`config.mk`:
```
export PLATFORM = sky130hd
export DESIGN_NAME = up_axi_master
export DESIGN_NICKNAME = d
export VERILOG_FILES = /design/src/rtl/up_axi_master_pkg.sv /design/src/rtl/up_axi_master.sv
export SDC_FILE = /design/constraint.sdc
export NUM_CORES = 1
export LEC_CHECK = 0
export BUFFER_PORTS_ARGS = -buffer_cell sky130_fd_sc_hd__buf_2
export CELL_PAD_IN_SITES_DETAIL_PLACEMENT = 0
export CELL_PAD_IN_SITES_GLOBAL_PLACEMENT = 1
export CORE_MARGIN = 2
export CORE_UTILIZATION = 32
export CTS_BUF_LIST = sky130_fd_sc_hd__clkbuf_8
export DETAILED_ROUTE_END_ITERATION = 7
export GPL_TIMING_DRIVEN = 0
export HOLD_SLACK_MARGIN = 0.12
export PLACE_DENSITY_LB_ADDON = 0.1
export SETUP_SLACK_MARGIN = 0.3
export SYNTH_ARGS = -nofsm -noshare
export SYNTH_HDL_FRONTEND = slang
export SYNTH_SLANG_ARGS = --single-unit
```
`constraint.sdc`:
```
create_clock -name up_clk -period 4.35 [get_ports up_clk]
set_clock_uncertainty 0.2 [all_clocks]
set_input_delay 0.87 -clock up_clk [delete_from_list [all_inputs] [get_ports up_clk]]
set_output_delay 0.87 -clock up_clk [all_outputs]
set_load 0.05 [all_outputs]
```
`src/rtl/up_axi_master_pkg.sv`:
```
// -----------------------------------------------------------------------------
// up_axi_master_pkg
// Shared constants for the up_* to AXI4-Lite master bridge:
//   - AXI response codes (OKAY / SLVERR / DECERR)
//   - the read-data pattern returned when a read is forced to finish by timeout
//   - resp_is_err(): maps an AXI response onto the up_err flag
// -----------------------------------------------------------------------------
package up_axi_master_pkg;

   localparam logic [1:0]  AXI_RESP_OKAY   = 2'b00;
   localparam logic [1:0]  AXI_RESP_SLVERR = 2'b10;
   localparam logic [1:0]  AXI_RESP_DECERR = 2'b11;

   localparam logic [31:0] TIMEOUT_RDATA   = 32'hdead_dead;

   // Both error codes have bit 1 set; EXOKAY (2'b01) is not an error.
   function automatic logic resp_is_err(input logic [1:0] resp);
      logic err;
      case (resp)
         AXI_RESP_SLVERR, AXI_RESP_DECERR: err = 1'b1;
         default:                          err = 1'b0;
      endcase
      return err;
   endfunction

endpackage

```
`src/rtl/up_axi_master.sv`:
```
// -----------------------------------------------------------------------------
// up_axi_master
// Turns up_* register-bus requests into AXI4-Lite master transactions, one
// transaction outstanding, with a per-transaction timeout.
//
// Ports
//   up_clk, up_rst               clock, asynchronous active-high reset
//   up_wreq/up_waddr/up_wdata    write request pulse + word address + data
//   up_wack                      write completion pulse
//   up_rreq/up_raddr             read request pulse + word address
//   up_rack/up_rdata             read completion pulse + data (0 when no rack)
//   up_busy                      a transaction is in flight
//   up_err                       with an ack: SLVERR/DECERR or timeout
//   up_ovf                       sticky: a request was dropped (reset clears)
//   m_axi_aw*/w*/b*/ar*/r*       AXI4-Lite master channels
//   dbg_state                    current FSM state (IDLE = 0)
//
// Handshakes: every AXI channel uses valid/ready; a transfer happens on the
// rising edge where both are high. A valid, once raised, stays high with
// stable payload until its transfer (or a timeout); readies are driven only in
// the state that expects the response. The up_* request pulses have no ready:
// a request arriving while busy (or a read colliding with a write) is dropped
// and flagged on up_ovf.
// -----------------------------------------------------------------------------
module up_axi_master
   import up_axi_master_pkg::*;
#(
   parameter int          ADDRESS_WIDTH = 14,
   parameter logic [31:0] BASE_ADDR     = 32'h0000_0000,
   parameter int          TIMEOUT       = 1023
) (
   input  logic                     up_clk,
   input  logic                     up_rst,
   input  logic                     up_wreq,
   input  logic [ADDRESS_WIDTH-1:0] up_waddr,
   input  logic [31:0]              up_wdata,
   output logic                     up_wack,
   input  logic                     up_rreq,
   input  logic [ADDRESS_WIDTH-1:0] up_raddr,
   output logic [31:0]              up_rdata,
   output logic                     up_rack,
   output logic                     up_busy,
   output logic                     up_err,
   output logic                     up_ovf,
   output logic                     m_axi_awvalid,
   output logic [31:0]              m_axi_awaddr,
   output logic [2:0]               m_axi_awprot,
   input  logic                     m_axi_awready,
   output logic                     m_axi_wvalid,
   output logic [31:0]              m_axi_wdata,
   output logic [3:0]               m_axi_wstrb,
   input  logic                     m_axi_wready,
   input  logic                     m_axi_bvalid,
   input  logic [1:0]               m_axi_bresp,
   output logic                     m_axi_bready,
   output logic                     m_axi_arvalid,
   output logic [31:0]              m_axi_araddr,
   output logic [2:0]               m_axi_arprot,
   input  logic                     m_axi_arready,
   input  logic                     m_axi_rvalid,
   input  logic [31:0]              m_axi_rdata,
   input  logic [1:0]               m_axi_rresp,
   output logic                     m_axi_rready,
   output logic [2:0]               dbg_state
);

   localparam logic [2:0] S_IDLE  = 3'd0;
   localparam logic [2:0] S_WADDR = 3'd1;
   localparam logic [2:0] S_WRESP = 3'd2;
   localparam logic [2:0] S_RADDR = 3'd3;
   localparam logic [2:0] S_RDATA = 3'd4;

   localparam int             TW       = (TIMEOUT < 1) ? 1 : $clog2(TIMEOUT + 1);
   // The ack is registered, so the forced completion is decided one cycle
   // before the counter would read TIMEOUT.
   localparam logic [TW-1:0]  CNT_LAST = TW'(TIMEOUT - 1);
   localparam logic [TW-1:0]  CNT_MAX  = TW'(TIMEOUT);

   logic [2:0]    state_q, state_d;
   logic [TW-1:0] cnt_q;
   logic [31:0]   addr_q;
   logic [31:0]   wdata_q;
   logic [3:0]    wstrb_q;
   logic [31:0]   waddr_byte, raddr_byte;
   logic          to_hit;
   logic          wr_fin, rd_fin;
   logic          err_d;
   logic [31:0]   rdata_d;

   assign waddr_byte = BASE_ADDR | (32'(up_waddr) << 2);
   assign raddr_byte = BASE_ADDR | (32'(up_raddr) << 2);

   // Saturating compare: a transition that lands on the last cycle still
   // leaves the counter above CNT_LAST, so the next state times out at once.
   assign to_hit = (state_q != S_IDLE) && (cnt_q >= CNT_LAST);

   // State register
   always_ff @(posedge up_clk or posedge up_rst) begin
      if (up_rst) begin
         state_q <= S_IDLE;
         cnt_q   <= '0;
      end else begin
         state_q <= state_d;
         if (state_q == S_IDLE)
            cnt_q <= '0;
         else if (cnt_q != CNT_MAX)
            cnt_q <= cnt_q + 1'b1;
      end
   end

   // Next-state logic; a real handshake takes precedence over the timeout.
   always_comb begin
      state_d = state_q;
      case (state_q)
         S_IDLE: begin
            if (up_wreq)
               state_d = S_WADDR;
            else if (up_rreq)
               state_d = S_RADDR;
         end
         S_WADDR: begin
            if ((!m_axi_awvalid || m_axi_awready) && (!m_axi_wvalid || m_axi_wready))
               state_d = S_WRESP;
            else if (to_hit)
               state_d = S_IDLE;
         end
         S_WRESP: begin
            if (m_axi_bvalid || to_hit)
               state_d = S_IDLE;
         end
         S_RADDR: begin
            if (m_axi_arready)
               state_d = S_RDATA;
            else if (to_hit)
               state_d = S_IDLE;
         end
         S_RDATA: begin
            if (m_axi_rvalid || to_hit)
               state_d = S_IDLE;
         end
         default: state_d = S_IDLE;
      endcase
   end

   // Output logic: readies/busy straight from state, completion values that
   // feed the registered up_* outputs.
   always_comb begin
      m_axi_bready = (state_q == S_WRESP);
      m_axi_rready = (state_q == S_RDATA);
      up_busy      = (state_q != S_IDLE);
      dbg_state    = state_q;
      wr_fin       = ((state_q == S_WADDR) || (state_q == S_WRESP)) && (state_d == S_IDLE);
      rd_fin       = ((state_q == S_RADDR) || (state_q == S_RDATA)) && (state_d == S_IDLE);
      err_d        = 1'b0;
      rdata_d      = '0;
      if ((state_q == S_WRESP) && m_axi_bvalid) begin
         err_d = resp_is_err(m_axi_bresp);
      end else if ((state_q == S_RDATA) && m_axi_rvalid) begin
         err_d   = resp_is_err(m_axi_rresp);
         rdata_d = m_axi_rdata;
      end else if (wr_fin || rd_fin) begin
         err_d = 1'b1;
         if (rd_fin)
            rdata_d = TIMEOUT_RDATA;
      end
   end

   // Registered datapath: valids, payload and up_* completion outputs.
   always_ff @(posedge up_clk or posedge up_rst) begin
      if (up_rst) begin
         m_axi_awvalid <= 1'b0;
         m_axi_wvalid  <= 1'b0;
         m_axi_arvalid <= 1'b0;
         addr_q        <= '0;
         wdata_q       <= '0;
         wstrb_q       <= '0;
         up_wack       <= 1'b0;
         up_rack       <= 1'b0;
         up_err        <= 1'b0;
         up_rdata      <= '0;
         up_ovf        <= 1'b0;
      end else begin
         up_wack  <= wr_fin;
         up_rack  <= rd_fin;
         up_err   <= err_d;
         up_rdata <= rdata_d;

         if (state_q == S_IDLE) begin
            m_axi_awvalid <= up_wreq;
            m_axi_wvalid  <= up_wreq;
            m_axi_arvalid <= up_rreq && !up_wreq;
            if (up_wreq) begin
               addr_q  <= waddr_byte;
               wdata_q <= up_wdata;
               wstrb_q <= 4'hf;
            end else if (up_rreq) begin
               addr_q  <= raddr_byte;
            end
            if (up_wreq && up_rreq)
               up_ovf <= 1'b1;
         end else begin
            if (m_axi_awready || (state_d == S_IDLE))
               m_axi_awvalid <= 1'b0;
            if (m_axi_wready || (state_d == S_IDLE))
               m_axi_wvalid  <= 1'b0;
            if (m_axi_arready || (state_d == S_IDLE))
               m_axi_arvalid <= 1'b0;
            if (up_wreq || up_rreq)
               up_ovf <= 1'b1;
         end
      end
   end

   assign m_axi_awaddr = addr_q;
   assign m_axi_araddr = addr_q;
   assign m_axi_awprot = 3'b000;
   assign m_axi_arprot = 3'b000;
   assign m_axi_wdata  = wdata_q;
   assign m_axi_wstrb  = wstrb_q;

endmodule

```
; Word level (Yosys, flattened, before mapping)
; Index checks and enable logic that the tools add are counted.
[word_totals]
elab_cells = 91
register_bits = 117
in_bits = 105
[classes]
muxes = 30
n_lt_le_gt_ge = 1
n_eq_ne = 10
add_sub_neg = 1
n_reduce_logical = 36
[op_table]
columns = cell, n
row1 = two-way mux 32 bit, 6
row2 = two-way mux 3 bit, 7
row3 = two-way mux 10 bit, 2
row4 = one-hot mux 3 bit (5 select lines), 1
row5 = two-way mux 1 bit, 14
row6 = nonzero test 2 bit, 6
row7 = logical OR 1 bit, 11
row8 = adder 10 x 1 -> 10 bit (second input constant), 1
row9 = >= comparator 10 bit (second input constant), 1
row10 = != test 10 bit (second input constant), 1
row11 = equality test 2 bit (second input constant), 4
row12 = logical AND 1 bit, 8
row13 = equality test 3 x 2 -> 1 bit (second input constant), 2
row14 = logical NOT 3 bit, 2
row15 = AND reduction 2 bit, 3
row16 = OR reduction 2 bit, 2
row17 = equality test 3 x 1 -> 1 bit (second input constant), 1
row18 = equality test 3 bit (second input constant), 1
row19 = logical NOT 1 bit, 3
row20 = nonzero test 3 bit, 1
row21 = != test 2 x 1 -> 1 bit (second input constant), 1

; Depth between registers and ports, before layout
[depth]
ltp_word = 11
depth_mapped = 8
mapped_depth_nobuf = 7

; Least setup slack after synthesis
; No wires, ideal clock.
[synth_timing]
kind = flip-flop to output port
from = register state_q[1], in the netlist dbg_state[1]
to = output m_axi_bready
path_buffers = 1
required_ps = 3280
setup_slack_ps = 1596
t_arrival_ps = 1684
path_stages_with_launch = 4
path_cell_list = dfrtp_1 -> buf_2 -> nand2b_1 -> nor2_1
[synth_via]
elab_chain_cells = 1
[synth_lines]
columns = item, line
row1 = "start, declared", up_axi_master.sv:79  ; logic [2:0] state_q, state_d;
row2 = "start signal, assigned", up_axi_master.sv:103  ; state_q <= state_d;
row3 = equality test 3 x 2 -> 1 bit, up_axi_master.sv:148  ; m_axi_bready = (state_q == S_WRESP);
row4 = "end, declared", up_axi_master.sv:55  ; output logic m_axi_bready,
; No other way between the ends.

; Worst setup path after layout
[layout_timing]
from = register state_q[2], in the netlist dbg_state[2]
to = output m_axi_bready
; Same word-level chain as after synthesis.

==> results.json <==
{
  "hold_viol": 0,
  "netlist.top_cell.by_area": "dfrtp_1",
  "ys_seq_elements": 99,
  "synthTopCellsByArea": "dfrtp_1 (55%), nand2_1 (10%), buf_4 (9.9%)",
  "synth_edf_count": 0,
  "drt_wl_total_um": 11500,
  "first_iter_violations": 157,
  "cts_sinks": 99,
  "cts_buffers": 9,
  "die-area_um2": 14900,
  "cpLargestDelayFamily": "buffers and inverters",
  "clk_pin_slew_ps": 90,
  "async_flop_share_pct": 100,
  "startpoint_type": "flop",
  "grt_pass1_wl_um": 18000,
  "final_layout_size_suffix_gt1_share_pct": 41.1,
  "cpMostUsedCell": "buf_2",
  "rows": 43,
  "instances_no_fill": 917,
  "setup_tns_ps": 0,
  "clkLatencyLatePin_ps": 360,
  "gp_congestion": 0.725,
  "synthCells": 470,
  "fmax_mhz": 371,
  "viasPerCell": 4.10,
  "grt_usage_pct": 15.6,
  "vias": 3757,
  "p_sw_mw": 2.57,
  "die_h_um": 122,
  "cpMaxStageDelayCell": "dfrtp_1",
  "hold_path_class": "reg2reg",
  "worst_pin_slew_ps": 816,
  "io_pins": 256,
  "area.growth.synth_to_final_pct": 37.3,
  "place_inst": 903,
  "peakVddDrop_uv": 307,
  "finalMaxSlewViolations": 0,
  "firstDrtPassIters": 4,
  "synth_top_cell_area_share_pct": 55.5,
  "netlist_area_um2": 4470,
  "ys_types": 43,
  "hpwl_um": 8880,
  "cts_buffer_depth": 2,
  "power.leakage_nw": 3.60,
  "synth_warnings": 0,
  "diodes": 0,
  "slew_headroom_pct": 45.5,
  "cts_tree": "yes",
  "worstSetupStartpoint": "dbg_state[2]",
  "place_area_um2": 5930,
  "io_buffers": 211,
  "pre_cts_slack_ps": 1570,
  "swShare_pct": 53.8,
  "cts_root_buf": "clkbuf_8",
  "wire_per_inst_um": 12.5,
  "cp_data_arrival_time_ps": 1630,
  "drv_cap": 0,
  "cts_resized": 0,
  "grt_pass1_vias": 3627,
  "path_class": "reg2out",
  "powerDensity_nw_per_um2": 778,
  "p_seq_share_pct": 29.3,
  "status": "finished, final reports clean",
  "cp_num_buf_inv": 2,
  "syn_avg_cell_area_um2": 9.50,
  "grt_max_degree": 57,
  "synth_ff_type": "dfrtp_1",
  "crit_path_max_incr_delay_ps": 380,
  "internal_power_mw": 2.20,
  "grt_overflow": 0,
  "fin_crit_ps": 2700,
  "cts_htree_levels": 3,
  "fin_crit_sh_pct": 62.0,
  "setup_viol": 0,
  "drc": 0,
  "die_w_um": 122,
  "finalWorstSetupSlack_ps": 1650,
  "start_util_pct": 32.4,
  "ys_seq_area_share_pct": 55.5,
  "fin_util_pct": 44.5,
  "postCtsSetupBuffers": 0,
  "cp_data_required_time_ps": 3280,
  "hp-start": "m_axi_wdata[23]",
  "combPwrFrac_pct": 57.9,
  "clockPowerShare_pct": 12.8,
  "antenna_found_initial": 0,
  "path_cells": "buf_2 > nand2b_1 > nor2_1 > buf_2",
  "rsz0062_at_grt": "no",
  "final_area_um2": 6130,
  "ant_nets": 0,
  "core-area_um2": 13800,
  "r2r-start": "dbg_state[0]",
  "cts_hold_buf": 0,
  "nets": 841,
  "crit_path_max_fanout": 10,
  "crit_path_end_kind": "primary output"
}
==> area by class of cell <==
cell class,count,area (um^2)
plain buffers,80,547
multi-input cells,325,1570
clock buffers,12,165
fillers,1395,7640
well taps,180,225
repair buffers,212,1080
flip-flops and latches,99,2480
inverters,7,28.8
clock inverters,2,35.0
==> cell usage after synthesis, types with 2 or more instances <==
master and instances:
and2_1 11, nand4_2 2, dfrtp_1 99, nor2b_1 4, a31oi_1 3, nor3b_1 4
nand2b_1 3, and3_1 4, xnor2_1 3, clkbuf_1 10, inv_1 6, buf_6 2
nand2_1 124, nand3_1 4, buf_4 59, mux2i_1 14, nor2_1 54, a21oi_1 5
nor3_1 5, ha_1 2, or2_2 2, o21ai_0 22, buf_2 8
==> power groups by stage <==
stage	logic [mW]	clock network, mW	registers, mW
3_5_place_dp	2.79	0	1.43
5_1_grt	2.96	0.676	1.45
2_1_floorplan	1.07	0	2.49
4_1_cts	2.80	0.644	1.41
6_report	2.76	0.610	1.40
3_3_place_gp	2.77	0	1.41
==> tightest hold or removal path: cells and delay by family, from the launching register on <==
family / cells / cell delay [ps]
DFF: 1 / 340
and+or+nand+nor: 2 / 110
==> worst paths after layout <==
path / to / slack, ps / depth (start not counted)
worst min register to register: m_axi_wdata[23] / 280 / 2
worst max register to register: m_axi_araddr[6] / 2000 / 8
min in group asynchronous: up_rdata[26] / 350 / 2
worst min-delay path: m_axi_wdata[23] / 280 / 2
worst max-delay path: m_axi_bready / 1650 / 4
max in group asynchronous: m_axi_araddr[8] / 2920 / 3
==> metal layers <==
metal / GRT usage (%) / share of wire [%]
met5: 0 / 0
met4: 5.39 / 1.7
met3: 6.98 / 11
met2: 24.5 / 45
met1: 19.0 / 42
==> state kept, by name, summed over array words and instances, names as in the netlist, 3 cells and up <==
name,cells
m_axi_araddr,14
up_rdata,32
m_axi_wdata,32
dbg_state,3
cnt_q,10
==> cell usage in the layout, fill, tap and decap left out, types with 5 or more instances in the layout <==
| cell type | count |
|---|---|
| a21oi_1 | 5 |
| and2_1 | 11 |
| buf_2 | 219 |
| buf_4 | 59 |
| clkbuf_1 | 10 |
| clkbuf_8 | 12 |
| conb_1 | 42 |
| dfrtp_1 | 99 |
| inv_1 | 5 |
| mux2i_1 | 14 |
| nand2_1 | 124 |
| nor2_1 | 54 |
| nor3_1 | 5 |
| o21ai_0 | 22 |
==> logic make-up after synthesis <==
kind of cell	count (synthesis)	share of synthesized area, %
simple gates	223	21.6
other cells	1	0.0840
flops	99	55.5
fa+ha+maj	3	0.784
compound gates	39	5.32
xor+xnor	4	0.784
mux	14	3.14
buf+inv	87	12.8
==> stage by stage <==
stage	power, mW	hold WS (ps)
finish	4.77	276
detailed placement	4.22	258
global route	5.09	310
CTS	4.85	281
floorplan	3.56	272
global placement	4.19	253
No activity file was read; power rests on OpenSTA's default activity.
